==> config.mk <==
export PLATFORM = sky130hd
export DESIGN_NAME = lane_key_scheduler
export DESIGN_NICKNAME = d
export VERILOG_FILES = /design/src/rtl/lane_key_scheduler.sv
export SDC_FILE = /design/constraint.sdc
export NUM_CORES = 1
export LEC_CHECK = 0
export CAP_MARGIN = 25
export CORE_ASPECT_RATIO = 1.1
export CORE_MARGIN = 1
export CORE_UTILIZATION = 42
export DETAILED_ROUTE_END_ITERATION = 8
export SYNTH_ARGS = -nofsm -noshare
export SYNTH_HDL_FRONTEND = slang
export SYNTH_SLANG_ARGS = --single-unit
==> constraint.sdc <==
create_clock -name clk_in -period 4.5 [get_ports clk_in]
set_input_delay 0.9 -clock clk_in [delete_from_list [all_inputs] [get_ports clk_in]]
set_output_delay 0.9 -clock clk_in [all_outputs]
set_load 0.1 [all_outputs]
==> src/rtl/lane_key_scheduler.sv <==
// rtl/lane_key_scheduler.sv - PS/2 scancode parser, 8-key held tracker and lane event FIFO
module lane_key_scheduler #(
    parameter int          FIFO_DEPTH = 4,
    parameter logic [7:0]  KEY0 = 8'h23,
    parameter logic [7:0]  KEY1 = 8'h2B,
    parameter logic [7:0]  KEY2 = 8'h3B,
    parameter logic [7:0]  KEY3 = 8'h42,
    parameter logic [7:0]  ALT0 = 8'h6B,
    parameter logic [7:0]  ALT1 = 8'h72,
    parameter logic [7:0]  ALT2 = 8'h75,
    parameter logic [7:0]  ALT3 = 8'h74
) (
    input  logic       clk_in,
    input  logic       rst,
    input  logic       byte_valid,
    input  logic [7:0] byte_data,
    output logic       evt_valid,
    input  logic       evt_ready,
    output logic [1:0] evt_lane,
    output logic       evt_press,
    output logic [3:0] lane_held,
    output logic       overflow,
    input  logic       clr_overflow
);
    localparam int PTR_W = $clog2(FIFO_DEPTH);
    localparam int CNT_W = PTR_W + 1;
    localparam logic [7:0] MAIN_TAB [4] = '{KEY0, KEY1, KEY2, KEY3};
    localparam logic [7:0] ALT_TAB  [4] = '{ALT0, ALT1, ALT2, ALT3};

    typedef enum logic [2:0] {S_IDLE, S_EXT, S_BRK, S_EXT_BRK, S_SKIP} state_t;

    state_t     state, state_next;
    logic [2:0] skip_cnt, skip_cnt_next;
    logic       code_hit, code_ext, code_make;
    logic       key_match;
    logic [2:0] key_idx;

    logic       act_valid, act_make;
    logic [2:0] act_idx;

    // bits 3:0 main keys, bits 7:4 alternate arrows of the same lanes
    logic [7:0] key_held, key_held_next;
    logic [3:0] lane_next, lane_diff;
    logic       push, push_press;
    logic [1:0] push_lane;

    logic [2:0]       mem [FIFO_DEPTH];
    logic [PTR_W-1:0] wr_ptr, rd_ptr;
    logic [CNT_W-1:0] count;
    logic             full, pop, do_push, drop, overflow_q;

    always_ff @(posedge clk_in or posedge rst) begin
        if (rst) begin
            state    <= S_IDLE;
            skip_cnt <= '0;
        end else begin
            state    <= state_next;
            skip_cnt <= skip_cnt_next;
        end
    end

    always_comb begin
        state_next    = state;
        skip_cnt_next = skip_cnt;
        code_hit      = 1'b0;
        code_ext      = 1'b0;
        code_make     = 1'b0;
        if (byte_valid) begin
            case (state)
                S_IDLE: begin
                    if (byte_data == 8'hE0)      state_next = S_EXT;
                    else if (byte_data == 8'hF0) state_next = S_BRK;
                    else if (byte_data == 8'hE1) begin
                        state_next    = S_SKIP;
                        skip_cnt_next = 3'd7;
                    end else begin
                        code_hit  = 1'b1;
                        code_make = 1'b1;
                    end
                end
                S_EXT: begin
                    if (byte_data == 8'hF0)      state_next = S_EXT_BRK;
                    else if (byte_data != 8'hE0) begin
                        code_hit   = 1'b1;
                        code_make  = 1'b1;
                        code_ext   = 1'b1;
                        state_next = S_IDLE;
                    end
                end
                S_BRK: begin
                    code_hit   = 1'b1;
                    state_next = S_IDLE;
                end
                S_EXT_BRK: begin
                    code_hit   = 1'b1;
                    code_ext   = 1'b1;
                    state_next = S_IDLE;
                end
                S_SKIP: begin
                    skip_cnt_next = skip_cnt - 3'd1;
                    if (skip_cnt <= 3'd1) state_next = S_IDLE;
                end
                default: state_next = S_IDLE;
            endcase
        end
    end

    always_comb begin
        key_match = 1'b0;
        key_idx   = '0;
        if (code_hit) begin
            for (int i = 0; i < 4; i++) begin
                if (!key_match && byte_data == (code_ext ? ALT_TAB[i] : MAIN_TAB[i])) begin
                    key_match = 1'b1;
                    key_idx   = {code_ext, 2'(i)};
                end
            end
        end
    end

    always_ff @(posedge clk_in or posedge rst) begin
        if (rst) begin
            act_valid <= 1'b0;
            act_make  <= 1'b0;
            act_idx   <= '0;
        end else begin
            act_valid <= key_match;
            act_make  <= code_make;
            act_idx   <= key_idx;
        end
    end

    // an event is generated only when the lane-level OR of its two keys changes
    always_comb begin
        key_held_next = key_held;
        if (act_valid) key_held_next[act_idx] = act_make;
        lane_next  = key_held_next[3:0] | key_held_next[7:4];
        lane_diff  = lane_next ^ lane_held;
        push       = |lane_diff;
        push_press = |(lane_next & lane_diff);
        push_lane  = '0;
        for (int i = 0; i < 4; i++) begin
            if (lane_diff[i]) push_lane = 2'(i);
        end
    end

    assign lane_held = key_held[3:0] | key_held[7:4];

    assign full    = (count == CNT_W'(FIFO_DEPTH));
    assign pop     = evt_valid & evt_ready;
    assign do_push = push & (~full | pop);
    assign drop    = push & full & ~pop;

    always_ff @(posedge clk_in or posedge rst) begin
        if (rst) begin
            key_held   <= '0;
            wr_ptr     <= '0;
            rd_ptr     <= '0;
            count      <= '0;
            overflow_q <= 1'b0;
        end else begin
            key_held <= key_held_next;
            if (do_push) wr_ptr <= wr_ptr + PTR_W'(1);
            if (pop)     rd_ptr <= rd_ptr + PTR_W'(1);
            case ({do_push, pop})
                2'b10:   count <= count + CNT_W'(1);
                2'b01:   count <= count - CNT_W'(1);
                default: count <= count;
            endcase
            if (drop)              overflow_q <= 1'b1;
            else if (clr_overflow) overflow_q <= 1'b0;
        end
    end

    always_ff @(posedge clk_in) begin
        if (do_push) mem[wr_ptr] <= {push_lane, push_press};
    end

    assign evt_valid = (count != '0);
    assign evt_lane  = evt_valid ? mem[rd_ptr][2:1] : 2'b00;
    assign evt_press = evt_valid ? mem[rd_ptr][0]   : 1'b0;
    assign overflow  = overflow_q;

endmodule

* After elaboration in Yosys (flattened, before gate mapping)
Memories as Yosys holds them, arrays and structs flattened.
Index checks and enable logic that the tools add are counted.
** Operators by class
- $lt $le $gt $ge :: 3
- Bitwise logic cells :: 11
- Muxes and demuxes :: 53
- Equality and inequality tests :: 21
- Reduce and logical (&&, ||, !) cells :: 17
- Add/sub/neg operators :: 5
** Operators by type and width (number)
- $mux 3 :: 14
- $eq 8x7->1 :: 4
- $eq 8x8->1 const B :: 3
- $mux 1 :: 23
- $mux 7 :: 3
- $pmux 3 s2 :: 2
- $pmux 3 s3 :: 1
- $bwmux 8 :: 1
- $mux 8 :: 1
- $ne 2x2->1 const B :: 4
- $ne 8x8->1 const B :: 1
- $or 4x4->4 :: 2
- $reduce_or 4->1 :: 2
- $eq 3x2->1 const B :: 2
- $eq 3x3->1 const B :: 2
- $mux 2 :: 3
- $mux 6 :: 1
- $reduce_bool 2->1 :: 3
- $sub 3x1->3 const B :: 2
- $reduce_and 5->1 :: 1
- $add 2x1->2 const B :: 2
- $and 1x1->1 :: 4
- $and 4x4->4 :: 1
- $logic_and 1x1->1 :: 4
- other kinds (20) :: 24
** Storage, ports and cells
- Register bits :: 27
- Output and inout port bits :: 9
- Memories :: 1
- Word-level logic and storage cells :: 121
- Bits of input ports :: 13
- RAM bits :: 12
** Memories
- mem :: words 4, width 3, rd ports 1, clocked after Yosys merged registers in 0, write ports 1, RTL line 47 : logic [2:0] mem [FIFO_DEPTH];

* Depth between registers and ports, before layout
- Depth after elaboration :: 21
- Mapped depth :: 16
- Gate-level depth less buffers :: 15

* Worst setup path after synthesis
Ideal clock, no wire load.
- Path type :: register to register
- From :: register act_idx[0]
- To :: register count[2]
- Arrival :: 3120 ps
- Period minus slack after synthesis :: 3199 ps
- Data required time :: 4421 ps
- Library setup time :: 79 ps
- Setup slack :: 1301 ps
- Buffers on the path :: 1
- Cell stages (with the launch flop) :: 17
- Cell sequence :: dfrtp_1 nand2b_1 nor3b_1 mux2_2 or2_2 ha_1 nand2_1 nor2_1 nor2b_1 clkbuf_1 inv_1 ha_1 inv_1 fa_1 xor2_1 nor2_1 xor2_1
** Between the ends
- Longest elaborated chain between the ends :: 12
- Elaborated cells on any way between the ends :: 15
- Classes of those cells :: 2 x order compare; 2 x eq/ne; 5 x mux; 3 x bitwise; 3 x reduce/logical
** Ends and longest elaborated chain
- start: declaration :: RTL line 39 : logic [2:0] act_idx;
- start signal: assignment :: RTL line 129 : act_idx <= key_idx;
- $lt 3x4->1 (implied by the code) or $ge 3x1->1 (tied branches) :: RTL line 136 : if (act_valid) key_held_next[act_idx] = act_make;
- $logic_and 1x1->1 (implied by the code) :: RTL line 136
- $mux 1 (implied by the code) :: RTL line 136
- $demux 1 s3 * :: RTL line 136
- $bwmux 8 * :: RTL line 136
- $mux 8 * :: RTL line 136
- net key_held_next[2] :: RTL line 42 : logic [7:0] key_held, key_held_next;
- $or 4x4->4 * :: RTL line 137 : lane_next = key_held_next[3:0] | key_held_next[7:4];
- $xor 4x4->4 * :: RTL line 138 : lane_diff = lane_next ^ lane_held;
- $reduce_or 4->1 * :: RTL line 139 : push = |lane_diff;
- $and 1x1->1 * :: RTL line 151 : assign do_push = push & (~full | pop);
- $eq 2x1->1 or $eq 2x2->1 (tied branches) :: RTL line 165 : case ({do_push, pop})
- $pmux 3 s2 or $reduce_bool 2->1 (tied branches)
- end signal: assignment :: RTL line 166 : 2'b10: count <= count + CNT_W'(1);
- end signal: assignment :: RTL line 167 : 2'b01: count <= count - CNT_W'(1);
- end signal: assignment :: RTL line 168 : default: count <= count;
- end: declaration :: RTL line 49 : logic [CNT_W-1:0] count;
The timed path passes the listed nets; every way through them passes the cells marked *.
A chain may end at the register's enable or synchronous reset.

* Final worst setup path
Ends and elaborated chain as after synthesis.

==> results.toml <==
[critical_path]
path_class = "flop to flop"
crit_required_ps = 4680
cp_num_buf_inv = 2
crit_arrival_ps = 3580
critPathCaptureType = "flop"
critPathTopFamily = "simple AND/OR/NAND/NOR gates"
setup.worst_path.start_class = "flop"
crit_path_max_incr_delay_ps = 430
cp_slowest_cell = "dfrtp_1"
crit_fanout = 8
crit_path_cell_trace = "nand2b_1 -> nor3b_1 -> mux2_2 -> or2_2 -> ha_1 -> nand2_1 -> nor2_1 -> nor2b_1 -> inv_1 -> ha_1 -> inv_1 -> fa_1 -> xor2_1 -> nor2_1 -> xor2_1"

[cells_and_area]
final_nets = 250
final_cell_mix = "27 x dfrtp_1, 21 x clkdlybuf4s50_1, 19 x inv_1"
finalNonFillerCells = 282
antennaDiodeCount = 0
final_common_cell = "dfrtp_1"
nFillCells = 440
area_delta_synth_final_pct = 18.73
drive_gt1_share_pct = 12.83

[drt]
drt-total-wl_mm = 3.878
vias_per_cell = 5.454
drt_iter0_drc = 65
dr.pass1.iters = 4
vias = 1538
drc_errors = 0
routedWlPerCell_um = 13.75
ant_nets = 0

[die]
die_h_um = 76.95
die_w_um = 70.13
coreArea_mm2 = 0.004782
fp.dieArea_mm2 = 0.005396
rows = 26
initial_utilization_pct = 44.85
ios = 22

[synth]
synth_edf_count = 12
ys_seq_area_share_pct = 48.31
syn_area_mm2 = 0.002145
synthDistinctLibCells = 43
synth_ff_type = "dfrtp_1"
synthCells = 200
synth_fp_nets = 225
async_flop_share_pct = 69.23
syn_area_per_cell_um2 = 10.72
synth-seq-cells = 39
synth_warnings = 0

[timing]
rsz0062_at_grt = "false"
fin_crit_ps = 3397
fin_tns_setup_ps = 0
hold_ws_ps = 494.0
fin_worst_skew_ps = 5.451
slew_violations = 0
setup_viol = 0
tightest_slew_ps = 973.4
hold_viol = 0
max_freq_mhz = 294.3
max_slew_margin_pct = 34.91
fin_crit_sh_pct = 75.50

[cts]
tritoncts = "built"
cts_sinks = 39
clk_latency_ps = 290
cts_resized = 0
tritoncts.num_buffers = 5
h-tree-depth = 2
cts_max_path_buffers = 2
cts-root-buf = "clkbuf_8"
hold_buffers = 0
clkTransAtPathRegs_ps = 80
post_cts.repair.setup_buffers = 0

[flow_run]
maxCapViolations = 0

[global_route]
grt_antenna_before_repair = 0
grt_pass1_vias = 1538
grt_max_degree = 19
grt_usage_pct = 16.03
grt_pass1_wl_mm = 6.796
grt_overflow = 0

[pwr]
powerDensity_mw_per_mm2 = 486.3
peakVddDrop_v = 0.0003321
total_leakage_power_nw = 1.142

[placed_design]
dpl.hpwl_mm = 3.077
routabilityCongestion = 0.7913
port_buffers = 21
dp_cells = 274

[hold_path]
hold_path_class = "flop to flop"

[outcome]
status = "finished clean"
## cells by family after synthesis
| family | share of synthesized area (%) |
|---|---|
| simple gates | 21.59 |
| flops | 48.31 |
| fa+ha+maj | 7.351 |
| xor+xnor | 2.451 |
| mux | 7.351 |
| compound gates | 8.752 |
| buf+inv | 4.201 |
## cell type report
cell class | instances | area (µm²) | area share (%)
Inverter | 19 | 71.32 | 2.801
Sequential cell | 39 | 1036 | 40.69
Clock buffer | 5 | 68.82 | 2.703
Clock inverter | 3 | 43.79 | 1.720
Multi-Input combinational cell | 138 | 1018 | 40.00
Tap cell | 56 | 70.07 | 2.752
Timing Repair Buffer | 22 | 237.7 | 9.337
## Yosys cell counts (3+ instances only)
cell      instances  area share, %
dfrtp_1          27             32
edfxtp_1         12             17
and2_1            9            2.6
xnor2_1           3            1.2
mux2_2            8            4.2
o21ai_0           7            1.6
nand4b_1          4            1.6
inv_1            19            3.3
nand2_1          16            2.8
a21oi_1           8            1.9
mux4_2            3            3.2
nand4_1           5            1.5
nor3b_1           4            1.4
ha_1             11            6.4
or2_2             5            1.5
nand2b_1          3           0.88
nor2_1           18            3.2
nor3_1            4           0.93
clkbuf_1          3           0.53
xor2_1            3            1.2
## through the flow
stage / total power, mW / utilization [%] / setup slack [ps] / instance area, µm²
after floorplan: 0.8482 / - / 1301 / 2145
after global placement: 0.9405 / 50.31 / 1217 / 2406
after detailed placement: 0.9637 / 50.89 / 1101 / 2434
after CTS: 1.252 / 53.24 / 1075 / 2546
after global routing: 1.307 / 53.24 / 741.6 / 2546
final: 1.238 / 53.24 / 1103 / 2546
## metal layers
metal | global-route usage [%] | routed length, µm
met1 | 18.39 | 1598
met2 | 28.46 | 2060
met3 | 4.468 | 162
met4 | 5.400 | 57
met5 | 0 | 0
## worst paths after layout
check                                 from          end  slack, ps  depth (start not counted)
max in group asynchronous              rst  key_held[3]       3110                          3
worst max register to register  act_idx[0]     count[2]       1100                         15
min in group asynchronous              rst    rd_ptr[1]        930                          2
worst min register to register    count[2]     count[2]        490                          1
worst min-delay path              count[2]     count[2]        490                          1
worst max-delay path            act_idx[0]     count[2]       1100                         15
## flip-flops by register name, summed over array words and instances, names as in the netlist
| register | flops |
|---|---|
| overflow | 1 |
| count | 3 |
| act_valid | 1 |
| state | 3 |
| skip_cnt | 3 |
| act_make | 1 |
| key_held | 8 |
| mem | 12 |
| act_idx | 3 |
| wr_ptr | 2 |
| rd_ptr | 2 |
## power breakdown
group	switching, mW	internal, mW	leakage, nW
registers	0.0471	0.423	0.474
logic	0.317	0.165	0.610
clock network	0.121	0.165	0.0581
total	0.485	0.753	1.14
(Power assumes the default switching activity.)
